===== src/rtl/i2s_tx_serializer_if.sv =====
// Stereo-frame stream into the I2S transmit serializer.
//   s_tdata  : one stereo frame, left in [31:0], right in [63:32]
//   s_tvalid : frame valid (source to serializer)
//   s_tready : frame accepted when s_tvalid and s_tready are both high
// The master modport is the frame source; the slave modport is the serializer.
interface i2s_tx_serializer_if;
  logic [63:0] s_tdata;
  logic        s_tvalid;
  logic        s_tready;

  modport master (output s_tdata, output s_tvalid, input s_tready);
  modport slave  (input s_tdata, input s_tvalid, output s_tready);
endinterface


===== src/rtl/i2s_tx_serializer.sv =====
// I2S transmit serializer: buffers stereo frames in a small FIFO and shifts
// them out MSB first on sdata, one bclk after each lrck transition.
// Ports:
//   mclki      : master clock; bclk and lrck are generated in this domain
//   rst_n      : asynchronous active-low reset
//   enable     : run enable; when low, output is silenced and the FIFO is frozen
//   bclk, lrck : bit clock and word clock (lrck 0 = left slot, 1 = right slot)
//   word_width : bits per slot, 16 or 32; other values are ignored
//   s_axis     : stereo-frame stream (slave side)
//   sdata      : serial data, updated only on bclk falling edges
//   underrun   : one-cycle pulse when a left slot starts with the FIFO empty
// FIFO_DEPTH must be a power of two and at least 2.
module i2s_tx_serializer #(
  parameter int unsigned FIFO_DEPTH = 4
) (
  input  logic                mclki,
  input  logic                rst_n,
  input  logic                enable,
  input  logic                bclk,
  input  logic                lrck,
  input  logic [5:0]          word_width,
  i2s_tx_serializer_if.slave  s_axis,
  output logic                sdata,
  output logic                underrun
);

  localparam int unsigned PTR_W = (FIFO_DEPTH > 1) ? $clog2(FIFO_DEPTH) : 1;
  localparam int unsigned CNT_W = PTR_W + 1;
  localparam logic [CNT_W-1:0] FULL_CNT = CNT_W'(FIFO_DEPTH);

  logic             bclk_q;
  logic             lrck_prev;
  logic             armed;      // a left slot has started since the last enable
  logic [5:0]       ww_r;
  logic [31:0]      shreg;
  logic [31:0]      frame_r;    // right half of the frame in flight
  logic [63:0]      mem [FIFO_DEPTH];
  logic [PTR_W-1:0] wr_ptr;
  logic [PTR_W-1:0] rd_ptr;
  logic [CNT_W-1:0] count;

  logic        fall_c;
  logic        chg_c;
  logic        lstart_c;
  logic        rstart_c;
  logic        ww_legal_c;
  logic [5:0]  ww_next_c;
  logic        push_c;
  logic        pop_c;
  logic        urun_c;
  logic [63:0] head_c;

  // MSB-align a sample in the 32-bit shift register for the given slot width
  function automatic logic [31:0] msb_align(input logic [31:0] word, input logic [5:0] ww);
    return (ww == 6'd16) ? {word[15:0], 16'h0000} : word;
  endfunction

  // Edge and slot-start detection
  assign fall_c     = bclk_q & ~bclk;
  assign chg_c      = fall_c & (lrck != lrck_prev);
  assign lstart_c   = chg_c & ~lrck;
  assign rstart_c   = chg_c & lrck;

  // A new width takes effect on the left slot where it is latched
  assign ww_legal_c = (word_width == 6'd16) || (word_width == 6'd32);
  assign ww_next_c  = ww_legal_c ? word_width : ww_r;

  // FIFO handshake; ready is held low while reset is asserted
  assign s_axis.s_tready = rst_n & enable & (count != FULL_CNT);
  assign push_c          = s_axis.s_tvalid & s_axis.s_tready;
  assign pop_c           = enable & lstart_c & (count != '0);
  assign urun_c          = enable & lstart_c & (count == '0);
  assign head_c          = mem[rd_ptr];

  // FIFO storage, no reset: contents are don't-care until written
  always_ff @(posedge mclki) begin
    if (push_c) mem[wr_ptr] <= s_axis.s_tdata;
  end

  // Edge tracking, FIFO pointers and the serializer datapath
  always_ff @(posedge mclki or negedge rst_n) begin
    if (!rst_n) begin
      bclk_q    <= 1'b0;
      lrck_prev <= 1'b0;
      armed     <= 1'b0;
      ww_r      <= 6'd32;
      shreg     <= '0;
      frame_r   <= '0;
      wr_ptr    <= '0;
      rd_ptr    <= '0;
      count     <= '0;
      sdata     <= 1'b0;
      underrun  <= 1'b0;
    end else begin
      bclk_q   <= bclk;
      if (fall_c) lrck_prev <= lrck;
      underrun <= urun_c;

      if (push_c) wr_ptr <= wr_ptr + PTR_W'(1);
      if (pop_c)  rd_ptr <= rd_ptr + PTR_W'(1);
      case ({push_c, pop_c})
        2'b10:   count <= count + CNT_W'(1);
        2'b01:   count <= count - CNT_W'(1);
        default: count <= count;
      endcase

      if (!enable) begin
        sdata <= 1'b0;
        shreg <= '0;
        armed <= 1'b0;
      end else begin
        // sdata lags the load by one fall, giving the I2S one-bclk delay
        if (fall_c) sdata <= shreg[31];
        if (lstart_c) begin
          ww_r  <= ww_next_c;
          armed <= 1'b1;
          if (pop_c) begin
            frame_r <= head_c[63:32];
            shreg   <= msb_align(head_c[31:0], ww_next_c);
          end else begin
            // Underrun: silence both slots of this frame
            frame_r <= '0;
            shreg   <= '0;
          end
        end else if (rstart_c) begin
          shreg <= armed ? msb_align(frame_r, ww_r) : '0;
        end else if (fall_c) begin
          shreg <= {shreg[30:0], 1'b0};
        end
      end
    end
  end

endmodule


===== src/flat_wrapper.sv =====
// flat-port wrapper written by rule: the top's interface ports become plain ports
module i2s_tx_serializer_flat 
#(
  parameter int unsigned FIFO_DEPTH = 4
)
  (mclki, rst_n, enable, bclk, lrck, word_width, sdata, underrun, s_axis_s_tdata, s_axis_s_tvalid, s_axis_s_tready);
  i2s_tx_serializer_if s_axis_i ();
  input  logic mclki;
  input  logic rst_n;
  input  logic enable;
  input  logic bclk;
  input  logic lrck;
  input  logic [5:0] word_width;
  output logic sdata;
  output logic underrun;
  input wire logic [$bits(s_axis_i.s_tdata)-1:0] s_axis_s_tdata;
  input wire logic [$bits(s_axis_i.s_tvalid)-1:0] s_axis_s_tvalid;
  output wire logic [$bits(s_axis_i.s_tready)-1:0] s_axis_s_tready;
  assign s_axis_i.s_tdata = s_axis_s_tdata;
  assign s_axis_i.s_tvalid = s_axis_s_tvalid;
  assign s_axis_s_tready = s_axis_i.s_tready;
  i2s_tx_serializer #(.FIFO_DEPTH(FIFO_DEPTH)) u_core (.mclki(mclki), .rst_n(rst_n), .enable(enable), .bclk(bclk), .lrck(lrck), .word_width(word_width), .s_axis(s_axis_i), .sdata(sdata), .underrun(underrun));
endmodule

===== config.mk =====
export PLATFORM = sky130hd
export DESIGN_NAME = i2s_tx_serializer_flat
export DESIGN_NICKNAME = d
export VERILOG_FILES = /design/src/rtl/i2s_tx_serializer_if.sv /design/src/rtl/i2s_tx_serializer.sv /design/src/flat_wrapper.sv
export SDC_FILE = /design/constraint.sdc
export NUM_CORES = 1
export LEC_CHECK = 0
export ABC_AREA = 1
export CORE_MARGIN = 2
export CORE_UTILIZATION = 29
export CTS_BUF_LIST = sky130_fd_sc_hd__clkbuf_8
export CTS_CLUSTER_DIAMETER = 100
export CTS_CLUSTER_SIZE = 28
export DETAILED_ROUTE_END_ITERATION = 6
export PLACE_DENSITY = 0.48
export SLEW_MARGIN = 0
export SYNTH_ARGS = -nofsm -noshare
export SYNTH_HDL_FRONTEND = slang
export SYNTH_SLANG_ARGS = --single-unit

===== constraint.sdc =====
create_clock -name mclki -period 8.8 [get_ports mclki]
set_input_delay 0.88 -clock mclki [delete_from_list [all_inputs] [get_ports mclki]]
set_output_delay 0.88 -clock mclki [all_outputs]
set_load 0.02 [all_outputs]

==> results of run 1 <==
cell type report:
type / instances / area [µm²] / area share (%)
diodes: 1 / 2.50 / 0.0156
clock buffers: 17 / 234 / 1.46
clock inverters: 11 / 63.8 / 0.397
inverters: 98 / 368 / 2.29
multi-input cells: 882 / 3910 / 24.4
flip-flops and latches: 338 / 9740 / 60.7
well taps: 664 / 831 / 5.17
repair buffers: 95 / 906 / 5.64
sequential cells by signal, indices dropped and copies added, names as in the netlist:
signal and flops:
u_core.frame_r 32, u_core.mem 256, u_core.count 3, u_core.underrun 1, u_core.rd_ptr 2, u_core.shreg 32, u_core.wr_ptr 2, u_core.lrck_prev 1
u_core.ww_r 6, u_core.armed 1, u_core.sdata 1, u_core.bclk_q 1
cell families (layout without fill, tap and decap cells):
group | Yosys count | in the layout | synth area share, %
compound gates | 125 | 125 | 4.65
fa+ha+maj | 6 | 6 | 0.574
buf+inv | 176 | 221 | 5.28
other cells | 0 | 1 | 0
flops | 338 | 338 | 67.7
simple gates | 746 | 746 | 21.5
xor+xnor | 5 | 5 | 0.305
cells in the mapped netlist:
cell        n  area [µm²]
dfstp_2     1        26.3
nor2_4      3        33.8
a21oi_2     1        8.76
inv_2       2        7.51
nand2_2     3        18.8
nand3_1   190         951
xnor2_1     1        8.76
buf_6       3        33.8
clkbuf_1   33         124
dfrtp_1    81        2030
buf_4      11        82.6
nand3_2     2        20.0
a31oi_1     1        6.26
o211ai_1   10        75.1
nor2_1     81         304
fa_1        1        20.0
o22a_1      1        8.76
or2_2       2        12.5
buf_1       3        11.3
o21ai_0    75         375
inv_1      94         353
o22ai_1     1        6.26
ha_1        5        62.6
nand2_1   465        1750
o211a_1     1        10.0
edfxtp_1  256        7690
xor2_1      4        35.0
buf_2      28         140
a21oi_1    34         170
clkinv_1    2        7.51
o21bai_1    1        7.51
metal layers:
metal,vias up,global-route usage [%]
met1,4542,19.0
li1,4694,-
met4,0,3.29
met5,-,0
met2,142,23.7
met3,31,1.56
through the flow:
stage	hold slack, ns	instance area (µm²)	power (mW)	utilization (%)
after floorplan	0.446	14400	2.75	-
after global placement	0.462	15800	3.17	32.2
after detailed placement	0.466	15800	3.18	32.2
after CTS	0.171	16100	3.85	32.8
after global routing	0.200	16100	4.04	32.8
final	0.209	16100	3.78	32.8
worst register-to-register path, cell delays in order, from the launching register on:
cell     delay, ns
dfrtp_4       0.42
buf_4         0.62
inv_2         0.72
buf_4         0.52
or2_2         0.38
nand2_1       0.07
nand2_1       0.17
inv_1         0.09
nand2_1       0.05
nand3_1       0.10
nand2_1       0.06
nand2_1       0.05
nand2_1       0.05
power by group:
part / total (mW) / switching (mW) / leakage [nW] / internal (mW)
clock: 0.672 / 0.482 / 0.181 / 0.191
sequential: 1.94 / 0.0556 / 3.34 / 1.89
combinational: 1.16 / 0.837 / 2.73 / 0.323
total: 3.78 / 1.37 / 6.25 / 2.40
worst max-delay path by stage:
stage	to	cells past startpoint	start	slack, ns
2_1_floorplan	u_core.mem[0][0]$_DFFE_PP_	4	rst_n	3.94
3_3_place_gp	u_core.count[2]$_DFFE_PN0P_	12	bclk	5.11
3_5_place_dp	u_core.count[2]$_DFFE_PN0P_	12	bclk	5.17
4_1_cts	u_core.shreg[17]$_DFFE_PN0P_	12	u_core.rd_ptr[0]$_DFFE_PN0P_	5.33
5_1_grt	u_core.shreg[17]$_DFFE_PN0P_	12	u_core.rd_ptr[0]$_DFFE_PN0P_	5.12
6_report	u_core.shreg[17]$_DFFE_PN0P_	12	u_core.rd_ptr[0]$_DFFE_PN0P_	5.42
==> impl_metrics.tcl, run 1 <==
set metrics [dict create \
    r2r_end "u_core.shreg[17]$_DFFE_PN0P_" \
    tightest_slew_ns 1.09 \
    avgRoutedWirePerCell_um 16.9 \
    cpMostUsedCell "nand2_1" \
    fin_setup_tns_ns 0 \
    dr.pass1.iters 5 \
    place_ws_ns 5.17 \
    setup_ws_ns 5.42 \
    yosys_warnings 0 \
    final-setup-viol-count 0 \
    critical_path_required_ns 9.28 \
    clock_path_buffers 3 \
    ant_nets 0 \
    clock-sinks 338 \
    drt-vias-per-instance 4.47 \
    crit_path_start_kind "flip-flop" \
    drv_cap 0 \
    ctsHtreeMaxLevel 1 \
    wl_mm 35.5 \
    n_fill_cell 4998 \
    ctsHoldBuffers 0 \
    hpwl_mm 21.3 \
    ff2ff_path_depth 12 \
    max_slew_margin_pct 27.7 \
    clkTransAtPathRegs_ns 0.19 \
    slew_violations 0 \
    wl_met1_mm 16.5 \
    rsz0062_at_grt "false" \
    antenna_found_initial 0 \
    nets 1513 \
    power_density_mw_per_mm2 235 \
    wl_met3_mm 1.11 \
    cpPeakStageDelay_ns 0.62 \
    placed_cells 2077 \
    critPathBufInv 4 \
    post_cts_resized 0 \
    setup.worst_path.end_class "flip-flop" \
    finClkSkew_ns 0.0516 \
    drt-initial-drc-count 740 \
    fin_crit_ns 3.38 \
    synthCells 1396 \
    core.rowCount 81 \
    ys_types 31 \
    grt_max_degree 85 \
    final_cell_mix "nand2_1 (465), edfxtp_1 (256), nand3_1 (190)" \
    max-vdd-ir-drop_mv 0.140 \
    routed-wl-met2_mm 17.3 \
    grt_pass1_wl_mm 55.2 \
    final_cells 2106 \
    vias 9409 \
    clk_latency_ns 0.60 \
    leakage_nw 6.25 \
    die_x_um 227 \
    post-cts-setup-buffer-count 0 \
    grt_pass1_vias 9192 \
    crit_family "buffers and inverters" \
    synth_area_mm2 0.0144 \
    reg2reg_setup_slack_ns 5.42 \
    coreArea_mm2 0.0490 \
    synthToLayoutAreaGrowth_pct 11.7 \
    gp_congestion 0.817 \
    highest_layer "met4" \
    hold_class "primary input to asynchronous set/reset pin" \
    num_io_pins 79 \
    worst_ep_arrival_time_ns 3.86 \
    die_area_mm2 0.0514 \
    ys_ff_latch 338 \
    status "finished clean" \
    crit_type "flip-flop to flip-flop" \
    path_cells "buf_4 -> inv_2 -> buf_4 -> or2_2 -> nand2_1 -> nand2_1 -> inv_1 -> nand2_1 -> nand3_1 -> nand2_1 -> nand2_1 -> nand2_1" \
    final_common_cell "nand2_1" \
    finalCritPeriodShare_pct 38.4 \
    grt-ovfl-total 0 \
    gr-usage-all-layers_pct 13.9 \
    fp.dieH_um 227 \
    initial_utilization_pct 29.4 \
    avgSynthCellArea_um2 10.3 \
    crit_fanout 84 \
    port_buffers 78 \
    r2r-start "u_core.rd_ptr[0]$_DFFE_PN0P_" \
    seq_area_frac_synth_pct 67.7 \
    syn-num-nets 1478 \
    max_freq_ghz 0.296 \
    finalHoldViolCount 0 \
    cts-root-buf "clkbuf_8" \
    slowest_stage "buf_4" \
    cts_tree "built" \
    cts_buffers 16 \
    drive_above_1_share_pct 4.09 \
    drc 0 \
]
No activity file was read; power rests on OpenSTA's default activity.
==> run 2: changes to the inputs <==
- clock period: 8.8 -> 3.3 ns (I/O delays scaled with it)
==> run 2 against run 1 <==
Combinational power grew to 2.7 times the previous value; sequential power grew to 2.7 times the previous value; final area is 0.86% higher; hold slack worse by 0.10 ns; critical path depth is 2 lower.
==> impl_metrics.tcl, run 2 (synthesis gave the netlist of run 1 again) <==
set metrics [dict create \
    status "finished clean" \
    avgRoutedWirePerCell_um 17.0 \
    finalCritPeriodShare_pct 75.0 \
    gr-usage-all-layers_pct 14.1 \
    r2r_end "u_core.shreg[22]$_DFFE_PN0P_" \
    clock-sinks 338 \
    nets 1522 \
    max-vdd-ir-drop_mv 0.275 \
    antenna_found_initial 1 \
    final_cell_mix "nand2_1 (465), edfxtp_1 (256), nand3_1 (190)" \
    regArea_mm2 0.00974 \
    clk_latency_ns 0.58 \
    core.rowCount 81 \
    multi_input_area_mm2 0.00391 \
    fin_crit_ns 2.48 \
    clock_path_buffers 3 \
    gp_congestion 0.784 \
    coreArea_mm2 0.0490 \
    top_regs "u_core.mem: 256 flops, u_core.frame_r: 32 flops, u_core.shreg: 32 flops" \
    top_register "u_core.mem" \
    slowest_stage "nand2_2" \
    cts_buffers 16 \
    finClkSkew_ns 0.0362 \
    setup.worst_path.end_class "flip-flop" \
    wl_mm 35.9 \
    grt_max_degree 80 \
    die_area_mm2 0.0514 \
    cpMostUsedCell "nand2_1" \
    grt_pass1_vias 9488 \
    dr.pass1.iters 5 \
    leakage_nw 6.31 \
    drv_cap 0 \
    reg2reg_setup_slack_ns 0.82 \
    clkTransAtPathRegs_ns 0.17 \
    initial_utilization_pct 29.4 \
    drt-vias-per-instance 4.50 \
    crit_path_start_kind "flip-flop" \
    path_cells "nor2_1 -> nand2_1 -> nor2_4 -> nand2_2 -> nand2_2 -> nand2_1 -> nand3_1 -> nand2_1 -> nand2_1 -> nand2_1" \
    num_io_pins 79 \
    critical_path_required_ns 3.79 \
    grt-ovfl-total 0 \
    synthToLayoutAreaGrowth_pct 12.7 \
    ff2ff_path_depth 10 \
    ctsHtreeMaxLevel 1 \
    port_buffers 78 \
    worst_ep_arrival_time_ns 2.96 \
    final-setup-viol-count 0 \
    max_freq_ghz 0.404 \
    die_x_um 227 \
    total_power_mw 10.1 \
    whs_ns 0.106 \
    drc 0 \
    cpPeakStageDelay_ns 0.55 \
    largest_reg_flops 256 \
    crit_fanout 32 \
    power_density_mw_per_mm2 624 \
    rsz0062_at_grt "false" \
    cts_tree "built" \
    hold_class "primary input to asynchronous set/reset pin" \
    fp.dieH_um 227 \
    drive_above_1_share_pct 4.55 \
    vias 9508 \
    grt_pass1_wl_mm 56.0 \
    drt-initial-drc-count 585 \
    ant_nets 0 \
    tightest_slew_ns 1.11 \
    r2r-start "u_core.ww_r[3]$_DFFE_PN0P_" \
    crit_type "flip-flop to flip-flop" \
    fin_setup_tns_ns 0 \
    max_slew_margin_pct 25.9 \
    cts-root-buf "clkbuf_8" \
    slew_violations 0 \
    final_common_cell "nand2_1" \
    hpwl_mm 21.6 \
    n_fill_cell 4926 \
    finalHoldViolCount 0 \
]
==> run 2: worst max-delay path by stage <==
stage	startpoint	to	slack [ns]	cells past startpoint
floorplan	u_core.count[0]$_DFFE_PN0P_	u_core.mem[0][0]$_DFFE_PP_	-0.08	4
global placement	enable	u_core.count[2]$_DFFE_PN0P_	0.68	10
detailed placement	enable	u_core.count[1]$_DFFE_PN0P_	0.64	8
CTS	u_core.ww_r[3]$_DFFE_PN0P_	u_core.shreg[22]$_DFFE_PN0P_	0.84	10
global route	u_core.ww_r[3]$_DFFE_PN0P_	u_core.shreg[20]$_DFFE_PN0P_	0.54	10
finish	u_core.ww_r[3]$_DFFE_PN0P_	u_core.shreg[22]$_DFFE_PN0P_	0.82	10
==> run 2: metrics by stage <==
stage	setup WS (ns)	cell area, µm²	utilization (%)	instances
2_1_floorplan	-0.0825	14400	-	1396
3_3_place_gp	0.682	15900	32.5	2085
3_5_place_dp	0.643	15900	32.5	2085
4_1_cts	0.836	16200	33.1	2113
5_1_grt	0.537	16200	33.1	2114
6_report	0.825	16200	33.1	2114
==> run 2: critical path, delay by kind of cell, from the launching register on <==
kind	cells	cell delay, ns
and+or+nand+nor	10	1.96
DFF	1	0.42
==> run 2: timing repair <==
item	in CTS	in global routing
buffers inserted	0	0
hold endpoints to repair	10	0
gates resized for setup	0	0
hold buffers	1	0
==> run 2: final cells by class <==
class	count	share of cell area, %
Timing Repair Buffer	104	6.49
Multi-Input combinational cell	882	24.2
Clock buffer	17	1.44
Tap cell	664	5.13
Antenna cell	1	0.0154
Sequential cell	338	60.1
Clock inverter	10	0.355
Inverter	98	2.27
==> run 2: power by group <==
part           leakage [nW]  switching (mW)  internal [mW]
Combinational          2.79            2.21          0.919
Sequential             3.34           0.155           5.03
Clock                 0.174            1.29          0.507
Total                  6.31            3.66           6.46
==> run 2: per-layer routing <==
layer  part of all wire, %  wire length (µm)  global-route usage, %  up-vias
li1                      -                 -                      -     4711
met1                    47             16900                   19.6     4629
met2                    48             17300                   24.0      140
met3                   3.1              1120                   1.53       28
met4                   1.4               491                   2.84        0
met5                     0                 0                      0        -
==> RTL edit 1, RTL diff (flow settings as in run 2) <==
Reset style: synchronous (`rst_n`), changed in one clocked block. Comments in the files are not updated.
--- a/src/rtl/i2s_tx_serializer.sv
+++ b/src/rtl/i2s_tx_serializer.sv
@@ -78,7 +78,7 @@
   end
 
   // Edge tracking, FIFO pointers and the serializer datapath
-  always_ff @(posedge mclki or negedge rst_n) begin
+  always_ff @(posedge mclki) begin
     if (!rst_n) begin
       bclk_q    <= 1'b0;
       lrck_prev <= 1'b0;
Function: differs if rst_n is asserted again (counterexample within 10 cycles, from zero or initial values and one cycle with rst_n low); with rst_n held inactive, the same outputs for 10 cycles.
==> RTL edit 1 against run 2 <==
Utilization grew 0.077 points. Non-clock buffer count decreased by 1. Die area decreased by 2.8%. First-iteration DRC count increased by 32%. Sequential cell count is 2 higher. Wire length decreased by 2.5%. Worst setup slack got worse by 0.026 ns. Largest cell class unchanged. Final area down 2.4%. Synthesized area decreased by 2.9%.
Power is not compared: it rests on default switching activity, and its combinational part moved more than twofold at a synthesized area within 25%.
==> RTL edit 1: results (changes against run 2) <==
Status
  • Status: complete, no violations (unchanged)

Clocking
  • Clk_lat worst skew: 0.61 ns (was 0.58 ns)
  • Hold_buf cts: 0 (was 1)
  • Worst-path clk slew: 0.14 ns (was 0.17 ns)

Critical path
  • CP delay by family, top: compound AO/OA/AOI/OAI gates (was simple AND/OR/NAND/NOR gates)
  • CP Data Arrival Time: 3.00 ns (was 2.96 ns)
  • Worst setup path endpoint: u_core.count[2] (was u_core.shreg[22])
  • Worst Setup SP: u_core.count[0] (was u_core.ww_r[3])
  • R2R setup slack: 0.80 ns (was 0.82 ns)
  • Highest-delay cell along the critical path: nand2_1 (was nand2_2)

Yosys
  • Netlist cell types: 30 (was 31)
  • Post-synth top cells: nand2_1 (355), edfxtp_1 (256), nand3_1 (124) (was nand2_1 (465), edfxtp_1 (256), nand3_1 (190))
  • Net Count, Synth: 1445 (was 1478)
  • Area contributors post-synth: edfxtp_1 (55%), dfxtp_1 (12%), nand2_1 (9.5%) (was edfxtp_1 (53%), dfrtp_1 (14%), nand2_1 (12%))
  • Sequential fraction of the synthesis area: 67.1% (was 67.7%)

Worst hold path
  • Tightest Hold Check Type: input port to flop (was input port to async pin)

Detailed routing
  • Detailed-route via count: 9532 (was 9508)
  • Iteration-0 DRC Markers: 773 (was 585)
  • Wire length per cell: 17.3 µm (was 17.0 µm)

Final layout
  • Share of cells above drive strength 1: 4.82% (was 4.55%)
  • Fill cells: 4886 (was 4926)

Place
  • Detail Placement HPWL: 21800 µm (was 21600 µm)
  • Placed Area: 15500 µm² (was 15900 µm²)
  • Routability cong.: 0.745 (was 0.784)

Global route
  • Routing usage on met2: 23.0% (was 24.0%)
  • Vias in the first global route: 9242 (was 9488)
  • Met3 Resource Use GR: 1.54% (was 1.53%)

Timing
  • Final clock skew: 0.0295 ns (was 0.0362 ns)
RTL edit 1: cell count changes after synthesis, sizes merged, moves of 21 or more:
| cell | run 2 | this run |
|---|---|---|
| a21oi | 35 | 90 |
| dfrtp | 81 | 0 |
| dfxtp | 0 | 84 |
| inv | 96 | 75 |
| nand2 | 468 | 357 |
| nand3 | 192 | 125 |
| nor2 | 84 | 108 |
| o21ai | 75 | 121 |
| o22ai | 1 | 33 |
RTL edit 1: power by group:
| group | internal [mW] | leakage, nW | switching (mW) |
|---|---|---|---|
| logic | 0.129 | 2.32 | 0.175 |
| clock network | 0.581 | 0.190 | 1.31 |
| registers | 4.64 | 2.99 | 0.0134 |
| total | 5.35 | 5.51 | 1.50 |
RTL edit 1: stage by stage:
step	instances	worst slack (ns)	util, %	setup TNS (ns)	power [mW]
global route	2027	0.603	33.2	0	7.10
floorplan	1363	-1.06	-	-272.47	4.87
detailed placement	1998	0.347	32.5	0	5.06
finish	2027	0.799	33.2	0	6.85
CTS	2026	0.839	33.2	0	6.95
global placement	1998	0.368	32.5	0	5.05
RTL edit 1: cell families (layout without fill, tap and decap cells):
kind of cell               count (synthesis)  after routing  share of synthesized area, %
AOI/OAI and AO/OA                        246            246                          9.13
DFF                                      340            340                          67.1
adders and majority gates                  6              6                         0.591
other                                      0              1                             0
buffers and inverters                    159            207                          4.69
and+or+nand+nor                          612            612                          18.5
RTL edit 1: layout make-up:
cell class              count  area share [%]
multi-input cells         864            25.1
repair buffers            103            6.84
well taps                 615            4.87
diodes                      1          0.0158
clock buffers              17            1.48
flip-flops and latches    340            59.3
inverters                  76            1.81
clock inverters            11           0.538
RTL edit 1: routing by layer:
metal | vias up | wire length, µm
met5 | - | 16
met4 | 2 | 459
met3 | 27 | 1110
met2 | 138 | 16400
met1 | 4630 | 17000
li1 | 4735 | -
==> RTL edit 2, RTL diff (flow settings as in run 2) <==
Made on the original files. `FIFO_DEPTH` is set to 4 in 2 places; all go to 2.
--- a/src/rtl/i2s_tx_serializer.sv
+++ b/src/rtl/i2s_tx_serializer.sv
@@ -11,7 +11,7 @@
 //   underrun   : one-cycle pulse when a left slot starts with the FIFO empty
 // FIFO_DEPTH must be a power of two and at least 2.
 module i2s_tx_serializer #(
-  parameter int unsigned FIFO_DEPTH = 4
+  parameter int unsigned FIFO_DEPTH = 2
 ) (
   input  logic                mclki,
   input  logic                rst_n,
--- a/src/flat_wrapper.sv
+++ b/src/flat_wrapper.sv
@@ -1,7 +1,7 @@
 // flat-port wrapper written by rule: the top's interface ports become plain ports
 module i2s_tx_serializer_flat 
 #(
-  parameter int unsigned FIFO_DEPTH = 4
+  parameter int unsigned FIFO_DEPTH = 2
 )
   (mclki, rst_n, enable, bclk, lrck, word_width, sdata, underrun, s_axis_s_tdata, s_axis_s_tvalid, s_axis_s_tready);
   i2s_tx_serializer_if s_axis_i ();
Formal check against the unedited RTL: not equivalent (Yosys sat finds a counterexample within 4 cycles, from zero or initial values and one cycle with rst_n low).
==> RTL edit 2 against run 2 <==
Count of clock-buffer cells in the layout fell by 5. Clock skew shrank 0.015 ns. First-iteration DRC count fell by 36%. Sequential cell count decreased by 131. Synthesized area shrank 37%. Wire length is 36% lower. Global-route usage decreased by 0.13 points. Clock power shrank 29%. Maximum frequency decreased by 3.8%. Worst setup slack lost 0.098 ns. Final area fell by 35%. Total power fell by 41%. Largest cell class unchanged. Worst hold slack improved by 0.17 ns. Highest routed layer unchanged.
==> RTL edit 2: results (changes against run 2) <==
Timing
  • Worst rel slew slack: 26.0% (was 25.9%)
  • Worst hold slack: 0.272 ns (was 0.106 ns)
  • Final clock skew: 0.0209 ns (was 0.0362 ns)

Detailed routing
  • Met2 routed WL: 10700 µm (was 17300 µm)
  • Iteration-0 DRC Markers: 377 (was 585)
  • Wire length per cell: 15.9 µm (was 17.0 µm)
  • Detailed-route via count: 6374 (was 9508)

Status
  • Status: complete, no violations (unchanged)

Global route
  • Met3 Resource Use GR: 1.43% (was 1.53%)
  • Vias in the first global route: 6260 (was 9488)
  • GRT Util Overall: 14.0% (was 14.1%)
  • Met1 usage: 20.0% (was 19.6%)
  • Routing usage on met2: 23.3% (was 24.0%)

Final layout
  • Clock-cell share: 2.28% (was 1.80%)
  • Multi-input logic cell count: 628 (was 882)
  • Ant diodes: 0 (was 1)
  • Fin nets: 1111 (was 1522)
  • Post-Layout Inst Area: 10600 µm² (was 16200 µm²)
  • Share of cells above drive strength 1: 6.65% (was 4.55%)
  • Fill cells: 3205 (was 4926)
  • Signal inverters: 89 (was 98)

Yosys
  • Post-synth top cells: nand2_1 (379), edfxtp_1 (128), inv_1 (86) (was nand2_1 (465), edfxtp_1 (256), nand3_1 (190))
  • Post-synth EDFFs: 128 (was 256)
  • Synth Area in Compound Gates: 5.79% (was 4.65%)
  • Adder-cell share of the synthesized area: 0.137% (was 0.574%)
  • Sequential fraction of the synthesis area: 64.0% (was 67.7%)
  • Net Count, Synth: 1046 (was 1478)
  • Register bit total from synthesis: 207 (was 338)

Critical path
  • Worst-case reg-to-reg path depth: 11 (was 10)
  • Highest-delay cell along the critical path: clkdlybuf4s50_1 (was nand2_2)
  • CP Data Arrival Time: 2.24 ns (was 2.96 ns)
  • Slowest Stage Delay on Critical Path: 0.66 ns (was 0.55 ns)
  • Critical R2R Launch: u_core.bclk_q (was u_core.ww_r[3])

Place
  • Placed Area: 10300 µm² (was 15900 µm²)
  • Detail Placement HPWL: 15200 µm (was 21600 µm)

Power
  • Int Pwr: 4.08 mW (was 6.46 mW)

Clocking
  • Clk_lat worst skew: 0.52 ns (was 0.58 ns)
  • CTS Buf Count: 11 (was 16)
-- RTL edit 2: changes by cell type in the layout (fill, tap and decap cells not counted), moves of 3 or more --
cell,before,now
a21oi_1,34,8
inv_1,101,88
or2_2,2,16
nand2_1,465,379
o21ai_0,75,69
nor2_1,76,63
buf_12,6,1
edfxtp_1,256,128
clkbuf_8,17,12
nand3_1,190,57
dfrtp_1,80,77
ha_1,5,1
-- RTL edit 2: worst max path at each step --
| stage | from | slack, ns | cells past startpoint | end |
|---|---|---|---|---|
| after floorplan | u_core.count[0] | -0.93 | 4 | u_core.mem[0][0] |
| after global placement | enable | 0.74 | 6 | u_core.mem[0][14] |
| after detailed placement | bclk | 0.80 | 10 | u_core.count[1] |
| after CTS | rst_n | 0.66 | 5 | s_axis_s_tready |
| after global routing | rst_n | 0.47 | 5 | s_axis_s_tready |
| final | rst_n | 0.73 | 5 | s_axis_s_tready |
